$ cat config.mk
export PLATFORM = sky130hd
export DESIGN_NAME = uart_mm_burst_bridge
export DESIGN_NICKNAME = d
export VERILOG_FILES = /design/src/rtl/uart_mm_pkg.sv /design/src/rtl/uart_mm_timeout_cnt.sv /design/src/rtl/uart_mm_burst_bridge.sv
export SDC_FILE = /design/constraint.sdc
export NUM_CORES = 1
export LEC_CHECK = 0
export CORE_UTILIZATION = 55
export CTS_CLUSTER_SIZE = 14
export DETAILED_ROUTE_END_ITERATION = 12
export GPL_TIMING_DRIVEN = 0
export PLACE_DENSITY = 0.92
export SLEW_MARGIN = 20
export SYNTH_ARGS = -nofsm -noshare
export SYNTH_HDL_FRONTEND = slang
export SYNTH_SLANG_ARGS = --single-unit
export TNS_END_PERCENT = 10
$ cat constraint.sdc
create_clock -name clk -period 4.9 [get_ports clk]
set_input_delay 0.735 -clock clk [delete_from_list [all_inputs] [get_ports clk]]
set_output_delay 0.735 -clock clk [all_outputs]
set_load 0.02 [all_outputs]
$ cat src/rtl/uart_mm_pkg.sv
// Shared state encoding, opcodes and error codes for the UART memory-mapped burst bridge.
// Defining UART_MM_CHECKSUM_EN adds the checksum response state.
package uart_mm_pkg;

  typedef enum logic [3:0] {
    ST_IDLE  = 4'd0,
    ST_ADDR  = 4'd1,
    ST_LEN   = 4'd2,
    ST_WDATA = 4'd3,
    ST_WRITE = 4'd4,
    ST_RREQ  = 4'd5,
    ST_RSEND = 4'd6,
    ST_ACK   = 4'd7
`ifdef UART_MM_CHECKSUM_EN
    , ST_CSUM = 4'd8
`endif
  } state_e;

  localparam logic [7:0] OP_WRITE = 8'h57;
  localparam logic [7:0] OP_READ  = 8'h52;
  localparam logic [7:0] ACK_BYTE = 8'h06;

  localparam logic [1:0] ERR_OP      = 2'd1;
  localparam logic [1:0] ERR_TIMEOUT = 2'd2;
  localparam logic [1:0] ERR_OVERRUN = 2'd3;

  // States in which an incoming byte cannot be consumed and is reported as overrun.
  function automatic logic rx_blocked(input state_e s);
    case (s)
      ST_WRITE, ST_RREQ, ST_RSEND, ST_ACK: return 1'b1;
`ifdef UART_MM_CHECKSUM_EN
      ST_CSUM: return 1'b1;
`endif
      default: return 1'b0;
    endcase
  endfunction

endpackage

$ cat src/rtl/uart_mm_timeout_cnt.sv
// Inter-byte timeout: down-counter reloaded on load_i, expire_o flags the final idle cycle.
module uart_mm_timeout_cnt #(
  parameter int TIMEOUT_CYCLES = 100000
) (
  input  logic clk_i,
  input  logic arst_ni,
  input  logic en_i,
  input  logic load_i,
  output logic expire_o
);

  localparam int W = $clog2(TIMEOUT_CYCLES + 1);
  localparam logic [W-1:0] RELOAD = W'(TIMEOUT_CYCLES - 1);

  logic [W-1:0] count_q, count_d;

  // Next count: reload, count down while enabled, saturate at zero.
  always_comb begin
    count_d = count_q;
    if (load_i) begin
      count_d = RELOAD;
    end else if (en_i && (count_q != {W{1'b0}})) begin
      count_d = count_q - W'(1'b1);
    end else begin
      count_d = count_q;
    end
  end

  // Count register.
  always_ff @(posedge clk_i or negedge arst_ni) begin
    if (!arst_ni) begin
      count_q <= {W{1'b0}};
    end else begin
      count_q <= count_d;
    end
  end

  assign expire_o = en_i && !load_i && (count_q == {W{1'b0}});

endmodule

$ cat src/rtl/uart_mm_burst_bridge.sv
// UART byte-stream to memory-mapped bus bridge with burst read/write, ack and error reporting.
// Optional macro UART_MM_CHECKSUM_EN appends an XOR checksum byte to every response.
module uart_mm_burst_bridge
  import uart_mm_pkg::*;
#(
  parameter int NUM_BYTES_DATA    = 4,
  parameter int NUM_BYTES_ADDRESS = 1,
  parameter int TIMEOUT_CYCLES    = 100000
) (
  input  logic                           clk,
  input  logic                           arst_n,
  input  logic                           rx_valid,
  input  logic [7:0]                     rx_data,
  output logic                           tx_valid,
  output logic [7:0]                     tx_data,
  input  logic                           tx_ready,
  output logic                           mem_we,
  output logic [NUM_BYTES_DATA*8-1:0]    mem_wdata,
  output logic [NUM_BYTES_ADDRESS*8-1:0] mem_waddr,
  output logic                           mem_re,
  output logic [NUM_BYTES_ADDRESS*8-1:0] mem_raddr,
  input  logic [NUM_BYTES_DATA*8-1:0]    mem_rdata,
  input  logic                           mem_rdy,
  output logic                           busy,
  output logic                           err,
  output logic [1:0]                     err_code
);

  localparam int DW = NUM_BYTES_DATA * 8;
  localparam int AW = NUM_BYTES_ADDRESS * 8;
  localparam logic [3:0] NBD_LAST = 4'(NUM_BYTES_DATA - 1);
  localparam logic [3:0] NBA_LAST = 4'(NUM_BYTES_ADDRESS - 1);
`ifdef UART_MM_CHECKSUM_EN
  localparam state_e RESP_END = ST_CSUM;
`else
  localparam state_e RESP_END = ST_IDLE;
`endif

  state_e          state_q, state_d;
  logic [AW-1:0]   addr_q, addr_d;
  logic [DW-1:0]   data_q, data_d;
  logic [3:0]      byte_cnt_q, byte_cnt_d;
  logic [7:0]      words_left_q, words_left_d;
  logic            is_read_q, is_read_d;
  logic            mem_we_q, mem_we_d, mem_re_q, mem_re_d;
  logic            tx_valid_q, tx_valid_d;
  logic [7:0]      tx_data_q, tx_data_d;
  logic            err_q, err_d, busy_q, busy_d;
  logic [1:0]      err_code_q, err_code_d;
`ifdef UART_MM_CHECKSUM_EN
  logic [7:0]      csum_q, csum_d;
`endif
  logic            tmo_en_s, tmo_load_s, tmo_expire_s;

  assign tmo_en_s   = (state_q == ST_ADDR) || (state_q == ST_LEN) || (state_q == ST_WDATA);
  assign tmo_load_s = rx_valid || !tmo_en_s;

  uart_mm_timeout_cnt #(.TIMEOUT_CYCLES(TIMEOUT_CYCLES)) u_tmo (
    .clk_i   (clk),
    .arst_ni (arst_n),
    .en_i    (tmo_en_s),
    .load_i  (tmo_load_s),
    .expire_o(tmo_expire_s)
  );

  // Frame FSM: next state, datapath updates and registered output values.
  always_comb begin
    state_d      = state_q;
    addr_d       = addr_q;
    data_d       = data_q;
    byte_cnt_d   = byte_cnt_q;
    words_left_d = words_left_q;
    is_read_d    = is_read_q;
    mem_we_d     = mem_we_q;
    mem_re_d     = mem_re_q;
    tx_valid_d   = tx_valid_q;
    tx_data_d    = tx_data_q;
    err_d        = 1'b0;
    err_code_d   = err_code_q;
`ifdef UART_MM_CHECKSUM_EN
    csum_d       = csum_q;
`endif
    case (state_q)
      ST_IDLE: begin
        if (rx_valid && (rx_data == OP_WRITE || rx_data == OP_READ)) begin
          is_read_d  = (rx_data == OP_READ);
          byte_cnt_d = 4'd0;
          state_d    = ST_ADDR;
        end else if (rx_valid) begin
          err_d      = 1'b1;
          err_code_d = ERR_OP;
        end else begin
          state_d    = ST_IDLE;
        end
      end
      ST_ADDR: begin
        if (rx_valid) begin
          addr_d = (addr_q << 4'd8) | AW'(rx_data);
          if (byte_cnt_q == NBA_LAST) begin
            byte_cnt_d = 4'd0;
            state_d    = ST_LEN;
          end else begin
            byte_cnt_d = byte_cnt_q + 4'd1;
          end
        end else begin
          state_d = ST_ADDR;
        end
      end
      ST_LEN: begin
        if (rx_valid) begin
          words_left_d = rx_data;
          byte_cnt_d   = 4'd0;
          state_d      = is_read_q ? ST_RREQ : ST_WDATA;
        end else begin
          state_d = ST_LEN;
        end
      end
      ST_WDATA: begin
        if (rx_valid) begin
          data_d = (data_q << 4'd8) | DW'(rx_data);
          if (byte_cnt_q == NBD_LAST) begin
            byte_cnt_d = 4'd0;
            state_d    = ST_WRITE;
          end else begin
            byte_cnt_d = byte_cnt_q + 4'd1;
          end
        end else begin
          state_d = ST_WDATA;
        end
      end
      ST_WRITE: begin
        // mem_rdy only counts once the request is actually on the bus.
        if (mem_we_q && mem_rdy) begin
          mem_we_d = 1'b0;
          addr_d   = addr_q + AW'(1'b1);
          if (words_left_q == 8'd0) begin
            state_d = ST_ACK;
          end else begin
            words_left_d = words_left_q - 8'd1;
            state_d      = ST_WDATA;
          end
        end else begin
          mem_we_d = 1'b1;
        end
      end
      ST_RREQ: begin
        if (mem_re_q && mem_rdy) begin
          mem_re_d   = 1'b0;
          data_d     = mem_rdata;
          byte_cnt_d = 4'd0;
          state_d    = ST_RSEND;
        end else begin
          mem_re_d = 1'b1;
        end
      end
      ST_RSEND: begin
        if (!tx_valid_q) begin
          tx_valid_d = 1'b1;
          tx_data_d  = data_q[DW-1 -: 8];
        end else if (tx_ready) begin
          tx_valid_d = 1'b0;
          data_d     = data_q << 4'd8;
          if (byte_cnt_q == NBD_LAST) begin
            byte_cnt_d = 4'd0;
            addr_d     = addr_q + AW'(1'b1);
            if (words_left_q == 8'd0) begin
              state_d = RESP_END;
            end else begin
              words_left_d = words_left_q - 8'd1;
              state_d      = ST_RREQ;
            end
          end else begin
            byte_cnt_d = byte_cnt_q + 4'd1;
          end
        end else begin
          tx_valid_d = 1'b1;
        end
      end
      ST_ACK: begin
        if (!tx_valid_q) begin
          tx_valid_d = 1'b1;
          tx_data_d  = ACK_BYTE;
        end else if (tx_ready) begin
          tx_valid_d = 1'b0;
          state_d    = RESP_END;
        end else begin
          tx_valid_d = 1'b1;
        end
      end
`ifdef UART_MM_CHECKSUM_EN
      ST_CSUM: begin
        if (!tx_valid_q) begin
          tx_valid_d = 1'b1;
          tx_data_d  = csum_q;
        end else if (tx_ready) begin
          tx_valid_d = 1'b0;
          state_d    = ST_IDLE;
        end else begin
          tx_valid_d = 1'b1;
        end
      end
`endif
      default: begin
        state_d = ST_IDLE;
      end
    endcase

    // Timeout abandons the frame; an overrun byte is dropped but the burst continues.
    if (tmo_expire_s) begin
      err_d      = 1'b1;
      err_code_d = ERR_TIMEOUT;
      byte_cnt_d = 4'd0;
      state_d    = ST_IDLE;
    end else if (rx_valid && rx_blocked(state_q)) begin
      err_d      = 1'b1;
      err_code_d = ERR_OVERRUN;
    end else begin
      err_code_d = err_code_d;
    end

`ifdef UART_MM_CHECKSUM_EN
    if (state_d == ST_IDLE) begin
      csum_d = 8'h00;
    end else if (tx_valid_q && tx_ready) begin
      csum_d = csum_q ^ tx_data_q;
    end else begin
      csum_d = csum_q;
    end
`endif
    busy_d = (state_d != ST_IDLE);
  end

  // State and datapath registers.
  always_ff @(posedge clk or negedge arst_n) begin
    if (!arst_n) begin
      state_q      <= ST_IDLE;
      addr_q       <= {AW{1'b0}};
      data_q       <= {DW{1'b0}};
      byte_cnt_q   <= 4'd0;
      words_left_q <= 8'd0;
      is_read_q    <= 1'b0;
      mem_we_q     <= 1'b0;
      mem_re_q     <= 1'b0;
      tx_valid_q   <= 1'b0;
      tx_data_q    <= 8'h00;
      err_q        <= 1'b0;
      err_code_q   <= 2'd0;
      busy_q       <= 1'b0;
`ifdef UART_MM_CHECKSUM_EN
      csum_q       <= 8'h00;
`endif
    end else begin
      state_q      <= state_d;
      addr_q       <= addr_d;
      data_q       <= data_d;
      byte_cnt_q   <= byte_cnt_d;
      words_left_q <= words_left_d;
      is_read_q    <= is_read_d;
      mem_we_q     <= mem_we_d;
      mem_re_q     <= mem_re_d;
      tx_valid_q   <= tx_valid_d;
      tx_data_q    <= tx_data_d;
      err_q        <= err_d;
      err_code_q   <= err_code_d;
      busy_q       <= busy_d;
`ifdef UART_MM_CHECKSUM_EN
      csum_q       <= csum_d;
`endif
    end
  end

  assign tx_valid  = tx_valid_q;
  assign tx_data   = tx_data_q;
  assign mem_we    = mem_we_q;
  assign mem_wdata = data_q;
  assign mem_waddr = addr_q;
  assign mem_re    = mem_re_q;
  assign mem_raddr = addr_q;
  assign busy      = busy_q;
  assign err       = err_q;
  assign err_code  = err_code_q;

endmodule

Word level (Yosys, flattened, before mapping)
Cells that the tools add are included.
{ "word_totals": {"ram_bits": 0, "n_memories": 0, "latchBits": 0, "regBits": 89, "inputBits": 45, "rom_bits": 0, "wordCells": 151} }
{ "classes": {"n_reduce_logical": 36, "magnitude_cmp": 0, "n_bitwise": 1, "mul": 0, "n_addsub": 4, "n_eq_ne": 28, "mux": 68, "shifts": 0, "div_mod_pow": 0} }
{ "op_table": {"columns": ["op", "n"], "rows": [
  ["32-bit 2-to-1 mux", 4],
  ["4-bit 2-to-1 mux", 24],
  ["8-bit 2-to-1 mux", 12],
  ["32-bit one-hot mux with 3 select lines", 1],
  ["8-bit one-hot mux with 3 select lines", 2],
  ["17-bit 2-to-1 mux", 2],
  ["32-bit by 8-bit bitwise OR with 32-bit output", 1],
  ["4-bit one-hot mux with 8 select lines", 1],
  ["4-bit one-hot mux with 6 select lines", 1],
  ["3-bit != test, second input constant", 7],
  ["2-bit != test, second input constant", 10],
  ["17-bit logical NOT", 1],
  ["17-bit nonzero test", 1],
  ["17-bit by 1-bit subtractor with 17-bit output, second input constant", 1],
  ["4-bit by 3-bit equality test with 1-bit output, second input constant", 4],
  ["8-bit by 7-bit equality test with 1-bit output, second input constant", 2],
  ["8-bit one-hot mux with 2 select lines", 1],
  ["3-bit nonzero test", 5],
  ["4-bit by 2-bit equality test with 1-bit output, second input constant", 3],
  ["3-bit 2-to-1 mux", 4],
  ["6-bit AND reduction", 2],
  ["1-bit 2-to-1 mux", 11],
  ["2-bit 2-to-1 mux", 5],
  ["8-bit by 1-bit adder with 8-bit output, second input constant", 1],
  ["18 further kinds", 31]
]} }

Logic depth before layout (Yosys ltp)
Gate-level depths: netlist of run 1.
{ "depth": {"depth_word": 12, "mapped_depth": 9, "ltp_nobuf": 7} }

Modules after synthesis
Synthesis of run 1 repeated with hierarchy kept, for this count alone.
{ "hier_totals": {"cells_unflattened": 530, "area_unflattened_um2": 4819.6} }
{ "modules_own_cells": {"columns": ["module", "area_per_inst_um2", "cells_each", "seq_area_each_um2", "n_inst"], "rows": [
  ["uart_mm_burst_bridge", 3877.5, 435, 1801.7, 1],
  ["uart_mm_timeout_cnt", 942.2, 95, 425.4, 1]
]} }

Worst setup path before layout of run 1
No wires, ideal clock.
{ "synth_path": {"path_kind": "input to register", "startpoint": "in rx_data[5]", "endpoint": "reg byte_cnt_q[2]", "cell_stages": 5, "arrival_time_ns": 1.985, "setup_time_ns": 0.131, "slack_ns": 2.784, "t_required_ns": 4.769, "cell_sequence": "and4bb_2 > nand4_1 > a2111oi_2 > a2bb2oi_2 > o211ai_1"} }
{ "synth_between": {"elab_chain_cells": 5, "elab_cells_between_ends": 6, "cone_classes": "eq/ne (3); reduce/logical (3)"} }
{ "synth_rtl": {"columns": ["element", "line", "source"], "rows": [
  ["from (decl)", "uart_mm_burst_bridge.sv:13", "input logic [7:0] rx_data,"],
  ["8-bit by 7-bit equality test with 1-bit output", "uart_mm_burst_bridge.sv:85", "if (rx_valid && (rx_data == OP_WRITE || rx_data == OP_READ)) begin"],
  ["1-bit logical OR (*)", "uart_mm_burst_bridge.sv:85", null],
  ["1-bit logical AND (*)", "uart_mm_burst_bridge.sv:85", null],
  ["3-bit != test (no source line) (*)", null, null],
  ["8-bit AND reduction (no source line) (*)", null, null],
  ["to (signal assigned)", "uart_mm_burst_bridge.sv:256", "byte_cnt_q <= byte_cnt_d;"],
  ["to (decl)", "uart_mm_burst_bridge.sv:42", "logic [3:0] byte_cnt_q, byte_cnt_d;"]
]} }
Mark *: on every way between the ends. The rest lies on a longest branch, timed or not.
A chain may end at the register's enable or synchronous reset.

Worst setup path after layout of run 1
Ends and elaborated chain as after synthesis.

==> flow_metrics.py, run 1 <==
metrics = {
    "outcome": {
        "status": "finished with violations",
        "violated_checks": "design-rule violations",
    },
    "synthesis": {
        "dominant_combinational_cell_family_by_area_after_synthesis": "simple AND/OR/NAND/NOR gates",
        "yosys_register_bits": 89,
        "synth-compound-area-share": 0.193,
        "synth.yosys.seq_area_share": 0.454,
        "netlist_instances": 530,
        "synth_simple_gate_area_frac": 0.194,
        "synth_top_flop_cell": "dfrtp_1",
        "synth_enable_flop_cells": 0,
        "post_synth_num_cell_types": 69,
        "postSynth.asyncResetShare": 1.00,
        "syn_avg_cell_area_um2": 9.26,
        "synthesis_warning_total": 0,
        "xor_xnor_portion_of_the_synthesized_cell_area": 0.0178,
        "post_synth_instance_area_um2": 4910,
        "synthesis.nets": 582,
        "synth.area.mux_share": 0.0668,
        "yosys.area_share.adder": 0.0178,
    },
    "critical_path": {
        "timing.critical_path.slowest_stage_cell": "a2111oi_2",
        "worst-endpoint-arrival_ns": 2.98,
        "crit_path_max_fanout": 5,
        "reg2reg_depth": 7,
        "worstPathBufferInverterCount": 1,
        "timing.critical_path.required_ns": 5.14,
        "crit_cells": 6,
        "crit_type": "primary input to flip-flop",
        "cp-end-kind": "flip-flop",
        "crit_chain": "clkdlybuf4s50_1, and4bb_2, nand4_1, a2111oi_2, a2bb2oi_2, o211ai_1",
        "worst_flop_to_flop_path_endpoint": "mem_wdata[13]",
        "setup.worst_path.start_class": "primary input",
        "r2r_startpoint": "state_q[3]",
        "cpLargestDelayFamily": "compound AO/OA/AOI/OAI gates",
        "reg2reg_slack_ns": 2.57,
        "critPathMaxStageDelay_ns": 0.79,
    },
    "routing": {
        "wl_um": 13200,
        "drc": 2,
        "drtPass1Iterations": 10,
        "detailedRoute.firstIterationViolations": 247,
        "routed_wire_length_per_instance_um": 17.3,
        "drtAntennaViolNets": 0,
        "vias": 4588,
        "detail_route.vias_per_cell": 6.02,
    },
    "clock_tree": {
        "clk_transition_reported_paths_ns": 0.09,
        "cts-hold-fix-buffers": 0,
        "cts_htree_levels": 3,
        "cts.path.max_buffers": 2,
        "clock-root-buffer": "clkbuf_8",
        "numCtsBuffers": 9,
        "post_cts_resize_count": 0,
        "clock-sinks": 89,
        "clock_tree_from_tritoncts": "built",
        "worstSkewPairLatency_ns": 0.36,
        "postCtsSetupRepairBufs": 0,
    },
    "die": {
        "die_height_um": 96.5,
        "die-area_um2": 9310,
        "start_util": 0.566,
        "total_i_o_pin_count": 108,
        "die_w_um": 96.5,
        "rows": 34,
        "core_area_um2": 8680,
    },
    "placement": {
        "gp_congestion": 0.904,
        "port_buffers": 107,
        "dp_hpwl_um": 9830,
        "dp.cells": 746,
    },
    "finish": {
        "post_layout_cell_count": 762,
        "drive_gt1_frac": 0.102,
        "design.final.nets": 701,
        "filler_cell_count": 636,
        "area_growth_syn_to_layout_pct": 29.4,
        "num_antenna_cells": 0,
    },
    "power_and_ir_drop": {
        "combPwrFrac": 0.096,
        "switching_share": 0.251,
        "sequentialPowerShare": 0.528,
        "leakage_power_nw": 2.51,
        "power.share.clock": 0.376,
        "switchingPower_w": 0.000358,
        "vdd_drop_max_v": 0.000156,
        "power.density_cell_area_nw_per_um2": 225,
        "p_int_w": 0.00107,
    },
    "hold_path": {
        "holdCritPathClass": "primary input to asynchronous set/reset pin",
    },
    "timing": {
        "finalCritPeriodShare": 0.560,
        "post_route_hold_slack_ns": 0.302,
        "setup_viol": 0,
        "timing.final.hold_violations": 0,
        "rsz_0062_raised_after_global_routing": "false",
        "tightest_slew_ns": 0.787,
        "final.setup.tns_ns": 0,
        "clock.fmax_mhz": 364,
        "maxSlewHeadroom": 0.474,
        "finClkSkew_ns": 0.0113,
        "maxSlewViolCount": 0,
        "layout_min_cycle_time_ns": 2.75,
    },
    "global_routing": {
        "first_global_vias": 4480,
        "antenna_found_initial": 0,
        "globalRouteOverflowTotal": 0,
        "grtUsageTotal": 0.289,
        "grt_pass1_wl_um": 20800,
        "grt_max_degree": 61,
    },
    "job": {
        "cap_viol_max_count": 0,
    },
}
[worst max path at each step]
stage | start | end | slack [ns]
6_report | rx_data[5] | byte_cnt_q[2] | 2.15
5_1_grt | rx_valid | busy | 2.05
4_1_cts | rx_data[5] | byte_cnt_q[2] | 2.24
3_5_place_dp | rx_data[5] | byte_cnt_q[2] | 1.90
3_3_place_gp | arst_n | mem_raddr[6] | -0.03
2_1_floorplan | rx_data[5] | byte_cnt_q[2] | 2.78
[logic make-up after synthesis]
| logic type | Yosys count |
|---|---|
| multiplexers | 32 |
| AND/OR/NAND/NOR | 187 |
| XOR/XNOR | 10 |
| other | 1 |
| buffers and inverters | 54 |
| AO/OA/AOI/OAI | 150 |
| adder cells (fa/ha/maj) | 7 |
| flip-flops | 89 |
[registers in the layout (all words and copies together), names as in the netlist, 2 cells and up]
signal	flops
err_code	2
mem_wdata	32
state_q	4
byte_cnt_q	4
mem_raddr	8
u_tmo.count_q	17
tx_data	8
words_left_q	8
[power groups by stage]
stage | registers [W] | logic (W) | clock network, W
2_1_floorplan | 0.000772 | 0.0000432 | 0
3_3_place_gp | 0.000767 | 0.000132 | 0
3_5_place_dp | 0.000767 | 0.000136 | 0
5_1_grt | 0.000755 | 0.000147 | 0.000571
6_report | 0.000753 | 0.000137 | 0.000537
4_1_cts | 0.000753 | 0.000137 | 0.000543
[cells in the mapped netlist (3+ instances only)]
library cell	n	share of area
mux2_2	5	0.011
nand3b_1	3	0.0046
ha_1	7	0.018
nand2b_1	11	0.014
nor2_1	33	0.025
mux2i_1	26	0.053
nand4_1	3	0.0038
o211ai_1	12	0.018
clkbuf_1	10	0.0076
o21ai_1	9	0.0092
o22ai_1	4	0.0051
xor2_1	8	0.014
buf_6	3	0.0069
inv_1	15	0.011
o31a_1	3	0.0054
nand2_1	67	0.051
o22a_1	3	0.0054
a21boi_0	3	0.0046
a31oi_1	6	0.0076
nor4_1	3	0.0038
and3_1	3	0.0038
a21oi_1	20	0.020
o2111ai_1	3	0.0054
nor3_1	8	0.0082
buf_4	8	0.012
o21ai_0	57	0.058
a22oi_1	9	0.014
or3_1	5	0.0064
dfrtp_1	89	0.45
nor2b_1	7	0.0089
buf_1	4	0.0031
buf_2	14	0.014
nand3_1	21	0.021
nor3_2	3	0.0061
[placed cells by master, fill, tap and decap left out, types with 3 or more instances in the layout]
cell             count
nand2b_1            11
nor3_1               8
nand3_1             21
o21ai_1              9
a21oi_1             20
buf_4                9
nand2_1             67
nor3_2               3
a22oi_1              9
nand4_1              3
ha_1                 7
nor4_1               3
o211ai_1            12
clkbuf_1            10
o22a_1               3
or3_1                5
inv_1               15
buf_2               14
mux2i_1             26
clkdlybuf4s50_1    106
o22ai_1              4
mux2_2               5
buf_1                4
nor2b_1              7
a31oi_1              6
o31a_1               3
nand3b_1             3
buf_6                3
clkbuf_8            10
a21boi_0             3
o21ai_0             57
and3_1               3
xor2_1               8
dfrtp_1             89
o2111ai_1            3
nor2_1              33
[cell type report]
cell class                      instances  area, um2  share of cell area
Clock buffer                           10        138              0.0217
Clock inverter                          6       73.8              0.0116
Sequential cell                        89       2230               0.351
Tap cell                              108        135              0.0213
Timing Repair Buffer                  108       1100               0.173
Buffer                                 39        216              0.0341
Multi-Input combinational cell        387       2410               0.379
Inverter                               15       56.3             0.00886
[stage by stage]
step	cell area, um2	power [W]	setup WS, ns	utilization
after global placement	6120	0.000899	-0.0273	0.705
final	6350	0.00143	2.15	0.732
after global routing	6350	0.00147	2.05	0.732
after CTS	6350	0.00143	2.24	0.732
after detailed placement	6140	0.000904	1.90	0.708
after floorplan	4910	0.000815	2.78	-
[routing by layer]
layer  up-vias  track usage  share of wire
met1      2245        0.371           0.41
met5         -            0              0
met4         0        0.100          0.023
met2       169        0.502           0.52
met3        33       0.0383          0.047
li1       2141            -              -
[worst reg2reg max path, delay by kind of cell, from the launching register on]
family | cells | cell delay (ns)
and+or+nand+nor | 1 | 0.30
AOI/OAI and AO/OA | 3 | 0.70
DFF | 1 | 0.41
buffers and inverters | 3 | 0.81
Note: power is estimated with default switching activity, not from simulation.
==> run 2: changes to the inputs <==
CORE_UTILIZATION = 51   (was 55)
PLACE_DENSITY = 0.86   (was 0.92)
clock period = 2.7 ns   (was 4.9 ns; I/O delays follow)
==> run 2 against run 1 <==
Net effect: the run now ends clean; die area is 7.7% higher; clock power grew 99%; combinational power up 81%; register-to-register slack lost 2.2 ns; critical path depth did not move; global-route usage is 2.4 points lower; non-clock buffer count increased by 1; via count down 1.7%; critical path type unchanged; highest routed layer unchanged.
==> flow_metrics.py, run 2 (synthesis results as in run 1) <==
metrics = {
    "clock_tree": {
        "post_cts_resize_count": 0,
        "numCtsBuffers": 9,
        "worstSkewPairLatency_ns": 0.36,
        "clock-sinks": 89,
        "cts_htree_levels": 3,
        "clk_transition_reported_paths_ns": 0.09,
        "clock-root-buffer": "clkbuf_8",
        "postCtsSetupRepairBufs": 0,
        "clock_tree_from_tritoncts": "built",
        "cts.path.max_buffers": 2,
    },
    "routing": {
        "drc": 0,
        "routed_wire_length_per_instance_um": 16.7,
        "detail_route.vias_per_cell": 5.75,
        "detailedRoute.firstIterationViolations": 272,
        "wl_um": 13100,
        "drtPass1Iterations": 5,
        "drtAntennaViolNets": 0,
        "vias": 4511,
    },
    "die": {
        "total_i_o_pin_count": 108,
        "die-area_um2": 10000,
        "core_area_um2": 9280,
        "die_w_um": 100,
        "start_util": 0.529,
        "rows": 35,
        "die_height_um": 100,
    },
    "critical_path": {
        "timing.critical_path.slowest_stage_cell": "a2111oi_2",
        "critPathMaxStageDelay_ns": 0.74,
        "timing.critical_path.required_ns": 2.94,
        "worst-endpoint-arrival_ns": 2.63,
        "crit_chain": "clkdlybuf4s50_1, and4bb_2, nand4_1, a2111oi_2, a2bb2oi_2, o211ai_1",
        "setup.worst_path.start_class": "primary input",
        "cp-end-kind": "flip-flop",
        "crit_path_max_fanout": 5,
        "crit_type": "primary input to flip-flop",
        "cpLargestDelayFamily": "compound AO/OA/AOI/OAI gates",
        "worstPathBufferInverterCount": 1,
    },
    "timing": {
        "rsz_0062_raised_after_global_routing": "false",
        "maxSlewViolCount": 0,
        "final.setup.tns_ns": 0,
        "clock.fmax_mhz": 418,
        "maxSlewHeadroom": 0.500,
        "timing.final.hold_violations": 0,
        "setup_viol": 0,
        "tightest_slew_ns": 0.744,
        "layout_min_cycle_time_ns": 2.39,
        "finClkSkew_ns": 0.00982,
        "finalCritPeriodShare": 0.886,
    },
    "power_and_ir_drop": {
        "leakage_power_nw": 2.54,
        "vdd_drop_max_v": 0.000266,
        "power.density_cell_area_nw_per_um2": 419,
        "p_total_w": 0.00269,
    },
    "placement": {
        "dp_hpwl_um": 9740,
        "gp_congestion": 0.932,
        "port_buffers": 107,
    },
    "global_routing": {
        "grt_max_degree": 61,
        "globalRouteOverflowTotal": 0,
        "grtUsageTotal": 0.265,
        "grt_pass1_wl_um": 21200,
        "antenna_found_initial": 0,
        "first_global_vias": 4433,
    },
    "finish": {
        "final_common_cell": "clkdlybuf4s50_1",
        "largest_register_ff_count": 32,
        "design.final.nets": 702,
        "commonest_non_fill_non_tap_cells_in_the_layout": "106 x clkdlybuf4s50_1, 89 x dfrtp_1, 67 x nand2_1",
        "drive_gt1_frac": 0.102,
        "area_growth_syn_to_layout_pct": 30.6,
        "num_antenna_cells": 0,
    },
    "hold_path": {
        "holdCritPathClass": "flip-flop to flip-flop",
    },
    "outcome": {
        "status": "complete, no violations",
    },
    "job": {
        "cap_viol_max_count": 0,
    },
}
-- run 2: changes by cell type in the layout (fill, tap and decap cells not counted), sizes merged --
cell | before | now
clkinvlp | 2 | 0
dlygate4sd3 | 0 | 1
bufinv | 1 | 2
inv | 17 | 18
-- run 2: final timing paths --
kind	from	endpoint	slack (ns)	depth (start not counted)
max	rx_data[5]	byte_cnt_q[2]	0.31	6
min	tx_data[1]	tx_data[1]	0.49	2
max reg2reg	state_q[0]	byte_cnt_q[2]	0.39	6
min reg2reg	tx_data[1]	tx_data[1]	0.49	2
max in group asynchronous	arst_n	mem_wdata[3]	1.56	3
min in group asynchronous	arst_n	u_tmo.count_q[7]	0.52	2
-- run 2: power breakdown --
part / total, W / internal, W / switching (W) / leakage, nW
logic: 0.000248 / 0.000131 / 0.000117 / 1.27
clock network: 0.00107 / 0.000562 / 0.000513 / 0.119
registers: 0.00137 / 0.00135 / 0.0000211 / 1.15
-- run 2: timing repair --
action | CTS | global route
setup endpoints to repair | 0 | 0
hold endpoints to repair | 29 | 0
hold buffers | 1 | 0
-- run 2: cell type report --
type,instances,area [um2]
Inverter,15,56.3
Buffer,39,216
Sequential cell,89,2230
Fill cell,736,2870
Clock inverter,6,97.6
Timing Repair Buffer,109,1110
Tap cell,129,161
Multi-Input combinational cell,387,2410
Clock buffer,10,138
-- run 2: layer usage --
layer | up-vias | GRT usage | part of all wire
li1 | 2140 | - | -
met1 | 2209 | 0.348 | 0.43
met2 | 140 | 0.454 | 0.50
met3 | 22 | 0.0376 | 0.046
met4 | 0 | 0.0881 | 0.018
met5 | - | 0 | 0
-- run 2: through the flow --
step	cell area, um2	hold slack [ns]	setup slack, ns	utilization	instances
floorplan	4910	0.109	0.703	-	530
global placement	6140	0.460	-1.96	0.662	766
detailed placement	6170	0.370	-0.0460	0.664	767
CTS	6410	0.501	0.340	0.691	784
global route	6410	0.524	0.234	0.691	784
finish	6410	0.494	0.308	0.691	784
-- run 2: worst min-delay path, stage by stage (launching register included) --
cell     delay, ns
dfrtp_1       0.35
nand2_1       0.05
o21ai_0       0.06
